File: config.mk
export PLATFORM = sky130hd
export DESIGN_NAME = cbus_arbiter
export DESIGN_NICKNAME = d
export VERILOG_FILES = /design/src/rtl/cbus_arbiter.sv
export SDC_FILE = /design/constraint.sdc
export NUM_CORES = 1
export LEC_CHECK = 0
export BUFFER_PORTS_ARGS = -buffer_cell sky130_fd_sc_hd__clkbuf_2
export CAP_MARGIN = 15
export CELL_PAD_IN_SITES_DETAIL_PLACEMENT = 1
export CELL_PAD_IN_SITES_GLOBAL_PLACEMENT = 2
export CORE_ASPECT_RATIO = 0.75
export CORE_MARGIN = 2
export CORE_UTILIZATION = 11
export DETAILED_ROUTE_END_ITERATION = 6
export GPL_TIMING_DRIVEN = 0
export PLACE_DENSITY_LB_ADDON = 0.1
export SLEW_MARGIN = 10
export SYNTH_ARGS = -nofsm -noshare
export SYNTH_HDL_FRONTEND = slang
export SYNTH_SLANG_ARGS = --single-unit
File: constraint.sdc
create_clock -name clk -period 2 [get_ports clk]
set_clock_uncertainty 0.05 [all_clocks]
set_input_delay 0.3 -clock clk [delete_from_list [all_inputs] [get_ports clk]]
set_output_delay 0.3 -clock clk [all_outputs]
set_load 0.05 [all_outputs]
File: src/rtl/cbus_arbiter.sv
// Cache-bus arbiter: grants one upstream master per burst and steers the bridge response back to it.
// Build option CBUS_ARB_RR_EN selects round-robin arbitration; fixed priority (index 0 highest) otherwise.
package cbus_arbiter_pkg;
    localparam logic [1:0] MLEN1 = 2'd0;
    localparam logic [1:0] MLEN2 = 2'd1;
    localparam logic [1:0] MLEN4 = 2'd2;
    localparam logic [1:0] MLEN8 = 2'd3;

    typedef struct packed {
        logic        valid;
        logic        is_write;
        logic [31:0] addr;
        logic [1:0]  len;
        logic [31:0] wdata;
        logic [3:0]  wstrb;
    } cbus_req_t;

    typedef struct packed {
        logic        ready;
        logic        last;
        logic [31:0] data;
    } cbus_resp_t;
endpackage

module cbus_arbiter
    import cbus_arbiter_pkg::*;
#(
    parameter int NUM_REQ = 2,
    parameter int ID_BITS = 2
) (
    input  logic               clk,
    input  logic               reset,
    input  cbus_req_t          ireqs  [NUM_REQ],
    output cbus_resp_t         oresps [NUM_REQ],
    output cbus_req_t          oreq,
    input  cbus_resp_t         iresp,
    output logic               busy,
    output logic [ID_BITS-1:0] grant_id
);
    localparam int PAD = 1 << ID_BITS;

    typedef enum logic { IDLE, GRANT } state_t;

    state_t               state, state_n;
    logic [ID_BITS-1:0]   grant_n;
    logic [ID_BITS-1:0]   winner;
    logic                 any_req;
    logic [PAD-1:0]       vld_pad;
`ifdef CBUS_ARB_RR_EN
    logic [ID_BITS-1:0]   rr_ptr, rr_n;
    int                   sum;
    logic [ID_BITS-1:0]   idx;
`endif

    always_comb begin
        vld_pad = '0;
        for (int i = 0; i < NUM_REQ; i++) vld_pad[i] = ireqs[i].valid;
    end

    // Scan from lowest priority to highest so the highest-priority hit is written last.
    always_comb begin
        any_req = 1'b0;
        winner  = '0;
`ifdef CBUS_ARB_RR_EN
        sum = 0;
        idx = '0;
        for (int k = NUM_REQ - 1; k >= 0; k--) begin
            sum = int'(rr_ptr) + k;
            if (sum >= NUM_REQ) sum = sum - NUM_REQ;
            idx = ID_BITS'(sum);
            if (vld_pad[idx]) begin
                any_req = 1'b1;
                winner  = idx;
            end
        end
`else
        for (int k = NUM_REQ - 1; k >= 0; k--) begin
            if (vld_pad[k]) begin
                any_req = 1'b1;
                winner  = ID_BITS'(k);
            end
        end
`endif
    end

    always_comb begin
        state_n = state;
        grant_n = grant_id;
`ifdef CBUS_ARB_RR_EN
        rr_n    = rr_ptr;
`endif
        case (state)
            IDLE: begin
                if (any_req) begin
                    state_n = GRANT;
                    grant_n = winner;
`ifdef CBUS_ARB_RR_EN
                    rr_n = (int'(winner) == NUM_REQ - 1) ? '0 : winner + 1'b1;
`endif
                end
            end
            GRANT: begin
                if (iresp.ready && iresp.last) state_n = IDLE;
            end
            default: state_n = IDLE;
        endcase
    end

    always_ff @(posedge clk) begin
        if (reset) begin
            state    <= IDLE;
            grant_id <= '0;
`ifdef CBUS_ARB_RR_EN
            rr_ptr   <= '0;
`endif
        end else begin
            state    <= state_n;
            grant_id <= grant_n;
`ifdef CBUS_ARB_RR_EN
            rr_ptr   <= rr_n;
`endif
        end
    end

    assign busy = (state == GRANT);

    // Outputs depend only on registered state in IDLE, so ireqs never reaches oreq.valid there.
    always_comb begin
        oreq = '0;
        for (int i = 0; i < NUM_REQ; i++) begin
            oresps[i] = '0;
            if (busy && grant_id == ID_BITS'(i)) begin
                oreq      = ireqs[i];
                oresps[i] = iresp;
            end
        end
    end
endmodule

==> impl_metrics.toml <==
[worst_setup_path]
crit_fanout = 10
crit_path_end = "oresps[28]"
r2r_end = "busy"
worstSetupPathType = "reg2out"
rrSetupSlack_ns = 0.86
cp-end-kind = "output pin"
timing.rr.start = "busy"
ff2ff_path_depth = 3
crit_required_ns = 1.65
start_kind = "flip-flop"
crit_path_start = "grant_id[0]"
critPathArrivalTime_ns = 1.52

[floorplanning]
die_area_um2 = 17230
dieHeight_um = 114.2
core_area_um2 = 15920
rows = 40
start_util_pct = 11.19
die_w_um = 150.9
num_io_pins = 323

[pwr]
p_switching_w = 0.0009945
leakagePower_nw = 2.248
p_int_w = 0.0007236
vdd_drop_max_mv = 0.1989
comb_power_share_pct = 79.9
total_power_w = 0.001718
seq_power_share_pct = 2.7
swShare_pct = 57.88
power_density_nw_per_um2 = 460.8
clockPowerShare_pct = 17.4

[drt]
drc = 0
dr_wl_met3_um = 998
wl_met1_um = 3752
initialDrtViolationCount = 37
avgRoutedWirePerCell_um = 13.76
firstDrtPassIters = 4
wl_met2_um = 5866
avgViaCountPerCell = 3.820
antenna_left = 0
top_layer_used = "met4"
vias = 2991
finalWirelength_um = 10780

[global_routing]
grt_pass1_wl_um = 15370
grt_pass1_vias = 2995
grt_max_degree = 11
overflow = 0
grt_antenna_before_repair = 0
track_usage_pct = 11.24

[clock_network]
numCtsBuffers = 3
insertion_delay_ns = 0.22
max-clock-path-buffers = 2
cts_sinks = 2
cts-root-buf = "clkbuf_16"
clkTransAtPathRegs_ns = 0.03
cts_tree = "yes"
htree_levels = 1
cts_hold_buf = 0
postCtsSetupRepairBufs = 0

[place]
port_buffers = 321
dp_slack_ns = 0.2229
place_inst = 780
place.gp.congestion = 0.7164
dpl_cell_area_um2 = 3650
hpwl_um = 9670

[finish]
fin_util_pct = 23.43
antennaDiodeCount = 0
layout_commonest_cell = "clkbuf_2"
final_area_um2 = 3729
stdcell_count = 783
area_growth_pct = 109.4
fill_cells = 2058
drive_gt1_share_pct = 61.95
fin_nets = 755
mostFrequentLayoutCells = "clkbuf_2, mux2i_1, nor2_1"

[timing]
setup_ws_ns = 0.1338
period_share_pct = 93.31
drv_slew = 0
max_clock_freq_mhz = 535.8
rsz0062_at_grt = "false"
hold_violations = 0
post-route-min-period_ns = 1.866
setup_viol = 0

[run_status]
run_status = "finished clean"

[synth]
syn_nets = 429
syn_area_um2 = 1780
yosysWarningCount = 0
yosysUniqueCellTypes = 19
synthCells = 249
synth_seq_cells = 2
yosysSeqAreaShare_pct = 2.249
avgSynthCellArea_um2 = 7.150

[job]
drv_cap = 0

[hold_path]
hold_depth = 2
worstHoldPathType = "in2reg"
hold_start = "reset"
power by group through the flow:
stage,registers [W],logic [W],clock network (W)
finish,0.0000457,0.00137,0.000299
detailed placement,0.0000463,0.00139,0
global route,0.0000466,0.00147,0.000311
floorplan,0.0000565,0.000955,0
global placement,0.0000464,0.00139,0
CTS,0.0000458,0.00140,0.000304
sequential cells by signal, summed over array words and instances (netlist names):
name and flops:
grant_id 1, busy 1
repair_timing:
| action | CTS | global route |
|---|---|---|
| gates cloned | 0 | 0 |
| resized for setup | 1 | 13 |
| endpoints found under the setup margin | 7 | 23 |
cell usage after synthesis (all sizes together):
cell type  number  share of area [%]
a311oi          1               0.49
clkbuf          3               0.63
and3           34                 12
inv             2               0.56
dfxtp           2                2.2
conb            1               0.21
nor3            1               0.28
nor2           72                 15
nor2b           1               0.77
a221oi          1               0.84
mux2i          72                 40
nand2b          1               0.35
buf            24                 14
and2           34                 12
critical path, cell delays in order, from the launching register on:
cell and delay [ns]:
dfxtp_1 0.33, buf_6 0.20, buf_12 0.18, buf_6 0.14, and3_1 0.15, clkbuf_2 0.28
stage by stage:
stage / hold WS (ns) / setup TNS (ns)
detailed placement: 0.4594 / 0
global route: 0.2395 / 0
global placement: 0.4561 / 0
floorplan: 0.3162 / -9.352
CTS: 0.2302 / 0
finish: 0.2246 / 0
per-layer routing:
layer / track usage (%) / vias to the layer above
met5: 0 / -
met4: 2.492 / 0
met3: 2.550 / 10
met2: 22.70 / 151
met1: 11.68 / 1343
li1: - / 1487
worst min path at each step:
stage                  end  slack, ns
2_1_floorplan  grant_id[0]       0.32
3_3_place_gp   grant_id[0]       0.46
6_report       grant_id[0]       0.22
3_5_place_dp   grant_id[0]       0.46
5_1_grt        grant_id[0]       0.24
4_1_cts        grant_id[0]       0.23
layout make-up:
type	instances	area (um2)	area share [%]
buffer	27	265.3	7.114
clock buffer	3	75.07	2.013
inverter	2	10.01	0.2685
multi-input combinational	218	1469	39.40
sequential	2	40.04	1.074
tap	210	262.8	7.047
timing repair buffer	321	1607	43.09
cells by family (layout without fill, tap and decap cells):
kind of cell / after synthesis / in the layout / share of synthesized area, %
AND/OR/NAND/NOR: 143 / 143 / 40.48
multiplexers: 72 / 72 / 40.48
buffers and inverters: 29 / 353 / 15.25
AO/OA/AOI/OAI: 2 / 2 / 1.335
flip-flops: 2 / 2 / 2.249
other: 1 / 1 / 0.2106
No activity file was read; power rests on OpenSTA's default activity.
